--- src/rtl/seg_reg_bank_pkg.sv ---
// Shared CPU constants for the pipeline front end: reset PC, bubble instruction,
// default control-bundle width and a saturating counter helper.
package seg_reg_bank_pkg;

  localparam logic [31:0] CPU_RESET_PC = 32'h0000_3000;
  localparam logic [31:0] CPU_NOP_INST = 32'h0000_0013;
  localparam int          CPU_CTRL_W   = 16;
  localparam logic [31:0] CNT_MAX      = 32'hFFFF_FFFF;

  // Counters stick at CNT_MAX instead of wrapping back to zero.
  function automatic logic [31:0] sat_inc(input logic [31:0] value, input logic en);
    return (en && (value != CNT_MAX)) ? value + 32'd1 : value;
  endfunction

endpackage

--- src/rtl/seg_reg_bank_seg_reg.sv ---
// Generic pipeline stage register: flush beats stall, stall beats load.
// Reset is applied by the parent as a flush with the reset value.
module seg_reg #(
  parameter int W = 32
) (
  input  logic         clk,
  input  logic         stall,
  input  logic         flush,
  input  logic [W-1:0] d,
  input  logic [W-1:0] flush_val,
  output logic [W-1:0] q
);

  logic [W-1:0] q_d;
  logic [W-1:0] q_q;

  always_comb begin
    q_d = d;
    if (flush) begin
      q_d = flush_val;
    end else if (stall) begin
      q_d = q_q;
    end
  end

  always_ff @(posedge clk) begin
    q_q <= q_d;
  end

  assign q = q_q;

endmodule

--- src/rtl/seg_reg_bank.sv ---
// PC, IF/ID and ID/EX pipeline registers with stall/flush control and
// saturating stall/flush event counters.
module seg_reg_bank
  import seg_reg_bank_pkg::*;
#(
  parameter logic [31:0] RESET_PC = CPU_RESET_PC,
  parameter logic [31:0] NOP_INST = CPU_NOP_INST,
  parameter int          CTRL_W   = CPU_CTRL_W
) (
  input  logic              clk,
  input  logic              rst,
  input  logic              stall_pc,
  input  logic              stall_if2id,
  input  logic              flush_if2id,
  input  logic              flush_id2ex,
  input  logic [31:0]       npc,
  input  logic [31:0]       inst_if,
  input  logic [CTRL_W-1:0] ctrl_id,
  output logic [31:0]       pc,
  output logic [31:0]       pc_id,
  output logic [31:0]       inst_id,
  output logic              valid_id,
  output logic [31:0]       pc_ex,
  output logic [31:0]       inst_ex,
  output logic [CTRL_W-1:0] ctrl_ex,
  output logic              valid_ex,
  output logic [31:0]       stall_cnt,
  output logic [31:0]       flush_cnt
);

  localparam int IFID_W = 32 + 32 + 1;
  localparam int IDEX_W = 32 + 32 + CTRL_W + 1;

  logic [IFID_W-1:0] ifid_d, ifid_bubble, ifid_q;
  logic [IDEX_W-1:0] idex_d, idex_bubble, idex_q;
  logic [31:0]       stall_cnt_d, stall_cnt_q;
  logic [31:0]       flush_cnt_d, flush_cnt_q;

  // Reset rides on the flush path so every stage register shares one priority rule.
  seg_reg #(.W(32)) u_pc_reg (
    .clk       (clk),
    .stall     (stall_pc),
    .flush     (rst),
    .d         (npc),
    .flush_val (RESET_PC),
    .q         (pc)
  );

  assign ifid_d      = {pc, inst_if, 1'b1};
  assign ifid_bubble = {32'd0, NOP_INST, 1'b0};

  seg_reg #(.W(IFID_W)) u_ifid_reg (
    .clk       (clk),
    .stall     (stall_if2id),
    .flush     (flush_if2id | rst),
    .d         (ifid_d),
    .flush_val (ifid_bubble),
    .q         (ifid_q)
  );

  assign pc_id    = ifid_q[IFID_W-1 -: 32];
  assign inst_id  = ifid_q[32:1];
  assign valid_id = ifid_q[0];

  // A bubble zeroes the control bundle so no write enable can leak into EX.
  assign idex_d      = {pc_id, inst_id, ctrl_id, valid_id};
  assign idex_bubble = {32'd0, NOP_INST, {CTRL_W{1'b0}}, 1'b0};

  seg_reg #(.W(IDEX_W)) u_idex_reg (
    .clk       (clk),
    .stall     (1'b0),
    .flush     (flush_id2ex | rst),
    .d         (idex_d),
    .flush_val (idex_bubble),
    .q         (idex_q)
  );

  assign pc_ex    = idex_q[IDEX_W-1 -: 32];
  assign inst_ex  = idex_q[IDEX_W-33 -: 32];
  assign ctrl_ex  = idex_q[CTRL_W:1];
  assign valid_ex = idex_q[0];

  always_comb begin
    stall_cnt_d = sat_inc(stall_cnt_q, stall_pc);
    flush_cnt_d = sat_inc(flush_cnt_q, flush_if2id);
  end

  always_ff @(posedge clk) begin
    if (rst) begin
      stall_cnt_q <= 32'd0;
      flush_cnt_q <= 32'd0;
    end else begin
      stall_cnt_q <= stall_cnt_d;
      flush_cnt_q <= flush_cnt_d;
    end
  end

  assign stall_cnt = stall_cnt_q;
  assign flush_cnt = flush_cnt_q;

endmodule

--- config.mk ---
export PLATFORM = sky130hd
export DESIGN_NAME = seg_reg_bank
export DESIGN_NICKNAME = d
export VERILOG_FILES = /design/src/rtl/seg_reg_bank_pkg.sv /design/src/rtl/seg_reg_bank_seg_reg.sv /design/src/rtl/seg_reg_bank.sv
export SDC_FILE = /design/constraint.sdc
export NUM_CORES = 1
export LEC_CHECK = 0
export ABC_AREA = 1
export CAP_MARGIN = 25
export CORE_MARGIN = 2
export CORE_UTILIZATION = 46
export CTS_BUF_LIST = sky130_fd_sc_hd__clkbuf_2
export DETAILED_ROUTE_END_ITERATION = 10
export GPL_TIMING_DRIVEN = 0
export PLACE_DENSITY = 0.82
export SYNTH_ARGS = -nofsm -noshare
export SYNTH_HDL_FRONTEND = slang
export SYNTH_SLANG_ARGS = --single-unit
--- constraint.sdc ---
create_clock -name clk -period 2.2 [get_ports clk]
set_input_delay 0.22 -clock clk [delete_from_list [all_inputs] [get_ports clk]]
set_output_delay 0.22 -clock clk [all_outputs]
set_load 0.01 [all_outputs]
==> run metrics <==
status=finished clean; Main synth FF type=dfxtp_1; Max Freq=478 MHz; global route hottest layer=met2; Adder-Cell Fraction of Synth Area=less than 1%; Pwr Density=just over 600 nW/um2; Clock Skew=0.0638 ns; NumNets Final=around 1,800; Initial Util=47.0%; mux cell area share after synthesis=0%; Root Driver=clkbuf_2; CP arrival=roughly 1.9 ns; first-pass GRT wire length=just over 50 mm; Tcrit/Tclk final=between 90% and 100%; GPL Wtd Cong=slightly above 0.9; vias in the first global route=9,985; pre-CTS setup slack=-0.355 ns; Synth Net Count=about 1,300; Post-synth top cells=nor2_1 (290), dfxtp_1 (242), nand2_1 (175), inv_1 (128), a21oi_1 (111); Fin. Hold Viols=0; pin count of the biggest net entering global routing=17; Setup crit start kind=register; Post-synth EDFFs=0; core area=roughly 20,000 um2; async set-reset flop share out of synthesis=0%; overall routing resource usage=between 30% and 40%; Crit path largest cell delay=0.59 ns; critical path depth=1; Synth top area share=around 53%; CP max-delay cell=clkdlybuf4s50_1; fraction of layout cells with a size suffix above 1=7.54%; Critical Path RT=~2 ns; CTS Sinks=~240; Synth-to-Final Area Change=53.8%; Vias=~10,000; worst skew pair latency=0.84 ns; mapped cell area=just over 9000 um2; met1 GRT Util=33.0%; delay-heaviest family, CP=buffers and inverters; Synth Area per Inst=approximately 7.5 um2; worst-margin pin slew=approximately 0.72 ns; Mapped Cells=around 1,200; CP Capture Point=flush_cnt[16]; global route total overflow=0; Die X=around 150 um; Tmin final=2.09 ns; drt via density=approximately 5.0; # H-tree levels=2; Synth Area in Compound Gates=a little under an eighth; r2r worst-path depth=10; number of synthesized register bits=242; port buffer count=around 330; Worst Hold Margin=approximately 0.07 ns; proportion of synthesized chip area in sequential cells=between 50% and 60%; Worst slew margin=~52%; M2 GR Usage=between 50 and 60%; most numerous cell in the Yosys netlist=nor2_1; met3 usage in global routing=about 6.5%; Post-DP HPWL=roughly 23 mm; max_cap viols=0; largest cells by area after synthesis=dfxtp_1 (53%), nor2_1 (12%), nand2_1 (7.2%); die height=between 100 and 150 um; postcts setup bufs=0; final setup violation count=0; max-slew violation count=0; routed len/inst=approximately 16 um; initial antenna violation count=4; final wirelength=roughly 33 mm; post-route setup slack=0.109 ns; CTS Buf Count=60; main combinational cell family by area after synthesis=simple AND/OR/NAND/NOR gates; xor and xnor area share after synthesis=0.477%; CP endpoint kind=primary output; Rows=slightly above 50; Remaining DRCs=0; Simple-Gate Fraction of Synth Area=26.4%; Critical path origin=flush_cnt[16]; RSZ-0062 raised after global routing=no; Leak=roughly 5.5 nW; post-synth top area cell=dfxtp_1; CP Cell Sequence=clkdlybuf4s50_1; Syn. warnings=0; CTS tree=yes; worst vdd ir=about 0.34 mV; drt initial violations=~450; IO Pins=about 330; die footprint=21,100 um2; Worst R2R Setup Slack=0.36 ns; worst path buffer plus inverter count=1; Min-Delay Path Class=in -> reg; clk slew on worst S/H paths=0.11 ns; antenna-violating nets left=0; r2r endpoint=stall_cnt[25]; Core Util, Final=between 70% and 80%; DRT Pass-1 Iters=4; critical-path maximum fanout=5; clk buf depth=3; RR Startpoint=stall_cnt[0]; Setup Crit Path Kind=reg -> out; Yosys cell types=33
-- layout make-up --
cell class | count | area (um2)
antenna | 4 | 10.0
buffer | 55 | 265
clock buffer | 88 | 440
clock inverter | 19 | 106
fill | 1493 | 5400
inverter | 135 | 507
multi-input combinational | 794 | 3560
sequential | 242 | 4850
tap | 265 | 332
timing repair buffer | 405 | 4050
-- cells in the final DEF, fill, tap and decap left out, types with 2 or more instances in the layout --
master / Yosys / layout
nor2_2: 5 / 5
clkinv_1: 2 / 17
dfxtp_2: 0 / 3
nand2_4: 2 / 2
inv_2: 5 / 5
dfxtp_1: 242 / 239
nand2_1: 175 / 175
clkbuf_1: 36 / 36
o21ai_0: 83 / 83
xor2_1: 3 / 3
o211ai_1: 2 / 2
dlygate4sd3_1: 0 / 78
clkbuf_2: 0 / 88
and2_1: 2 / 2
nor3b_1: 2 / 2
clkinvlp_4: 0 / 2
diode_2: 0 / 4
buf_6: 7 / 7
nand4_1: 17 / 17
nand3_1: 70 / 70
nand2_2: 4 / 4
xnor2_1: 2 / 2
a211oi_1: 10 / 10
inv_1: 128 / 128
ha_1: 2 / 2
a21oi_1: 111 / 111
nor2_1: 290 / 290
buf_1: 7 / 7
nor2_4: 3 / 3
clkdlybuf4s50_1: 0 / 326
nor3_1: 4 / 4
buf_2: 5 / 5
-- cells by family after synthesis --
logic type,count (synthesis)
AOI/OAI and AO/OA,208
xor gates and xnor gates,5
adders and majority gates,2
buffers and inverters,190
DFF,242
and+or+nand+nor,579
-- tightest hold or removal path, cell delays in order --
cell and delay, ns:
clkdlybuf4s50_1 0.45, nor2_1 0.13, nand2_1 0.08
-- power by group --
part	total [mW]	leakage (nW)	switching, mW	internal, mW
clock network	3.00	0.407	1.82	1.19
logic	1.00	3.13	0.477	0.527
registers	4.58	1.97	0.0776	4.51
-- routing by layer --
metal,vias up,part of all wire (%)
met2,432,50
li1,4873,-
met5,-,0
met4,0,5.0
met1,4698,38
met3,115,6.5
-- worst min path at each step --
stage	startpoint	end	slack [ns]	depth (start not counted)
detailed placement	u_ifid_reg.q[41]	u_idex_reg.q[57]	0.43	2
finish	flush_id2ex	u_idex_reg.q[18]	0.07	3
CTS	inst_if[13]	u_ifid_reg.q[14]	0.005	3
global placement	u_ifid_reg.q[41]	u_idex_reg.q[57]	0.43	2
global route	flush_id2ex	u_idex_reg.q[18]	0.05	3
floorplan	ctrl_id[9]	u_idex_reg.q[10]	0.33	2
-- per-stage QoR --
stage	std cells	cell area (um2)	power [mW]	TNS (ns)
floorplan	1226	9180	5.00	0
global placement	1817	12800	5.51	-11.26
detailed placement	1817	12800	5.53	-11.95
CTS	2002	14100	8.61	0
global route	2007	14100	8.96	0
finish	2007	14100	8.59	0
-- timing repair --
item                                    4_1_cts  5_1_grt
endpoints found under the hold margin        91        0
gates resized for setup                       1        2
hold buffers                                 78        0
endpoints found under the setup margin        1        2
-- flip-flops by register name, summed over array words and instances, names as in the netlist --
signal and count:
stall_cnt 32, u_idex_reg.q 81, u_ifid_reg.q 65, flush_cnt 32
u_pc_reg.q 32
(Power assumes the default switching activity.)
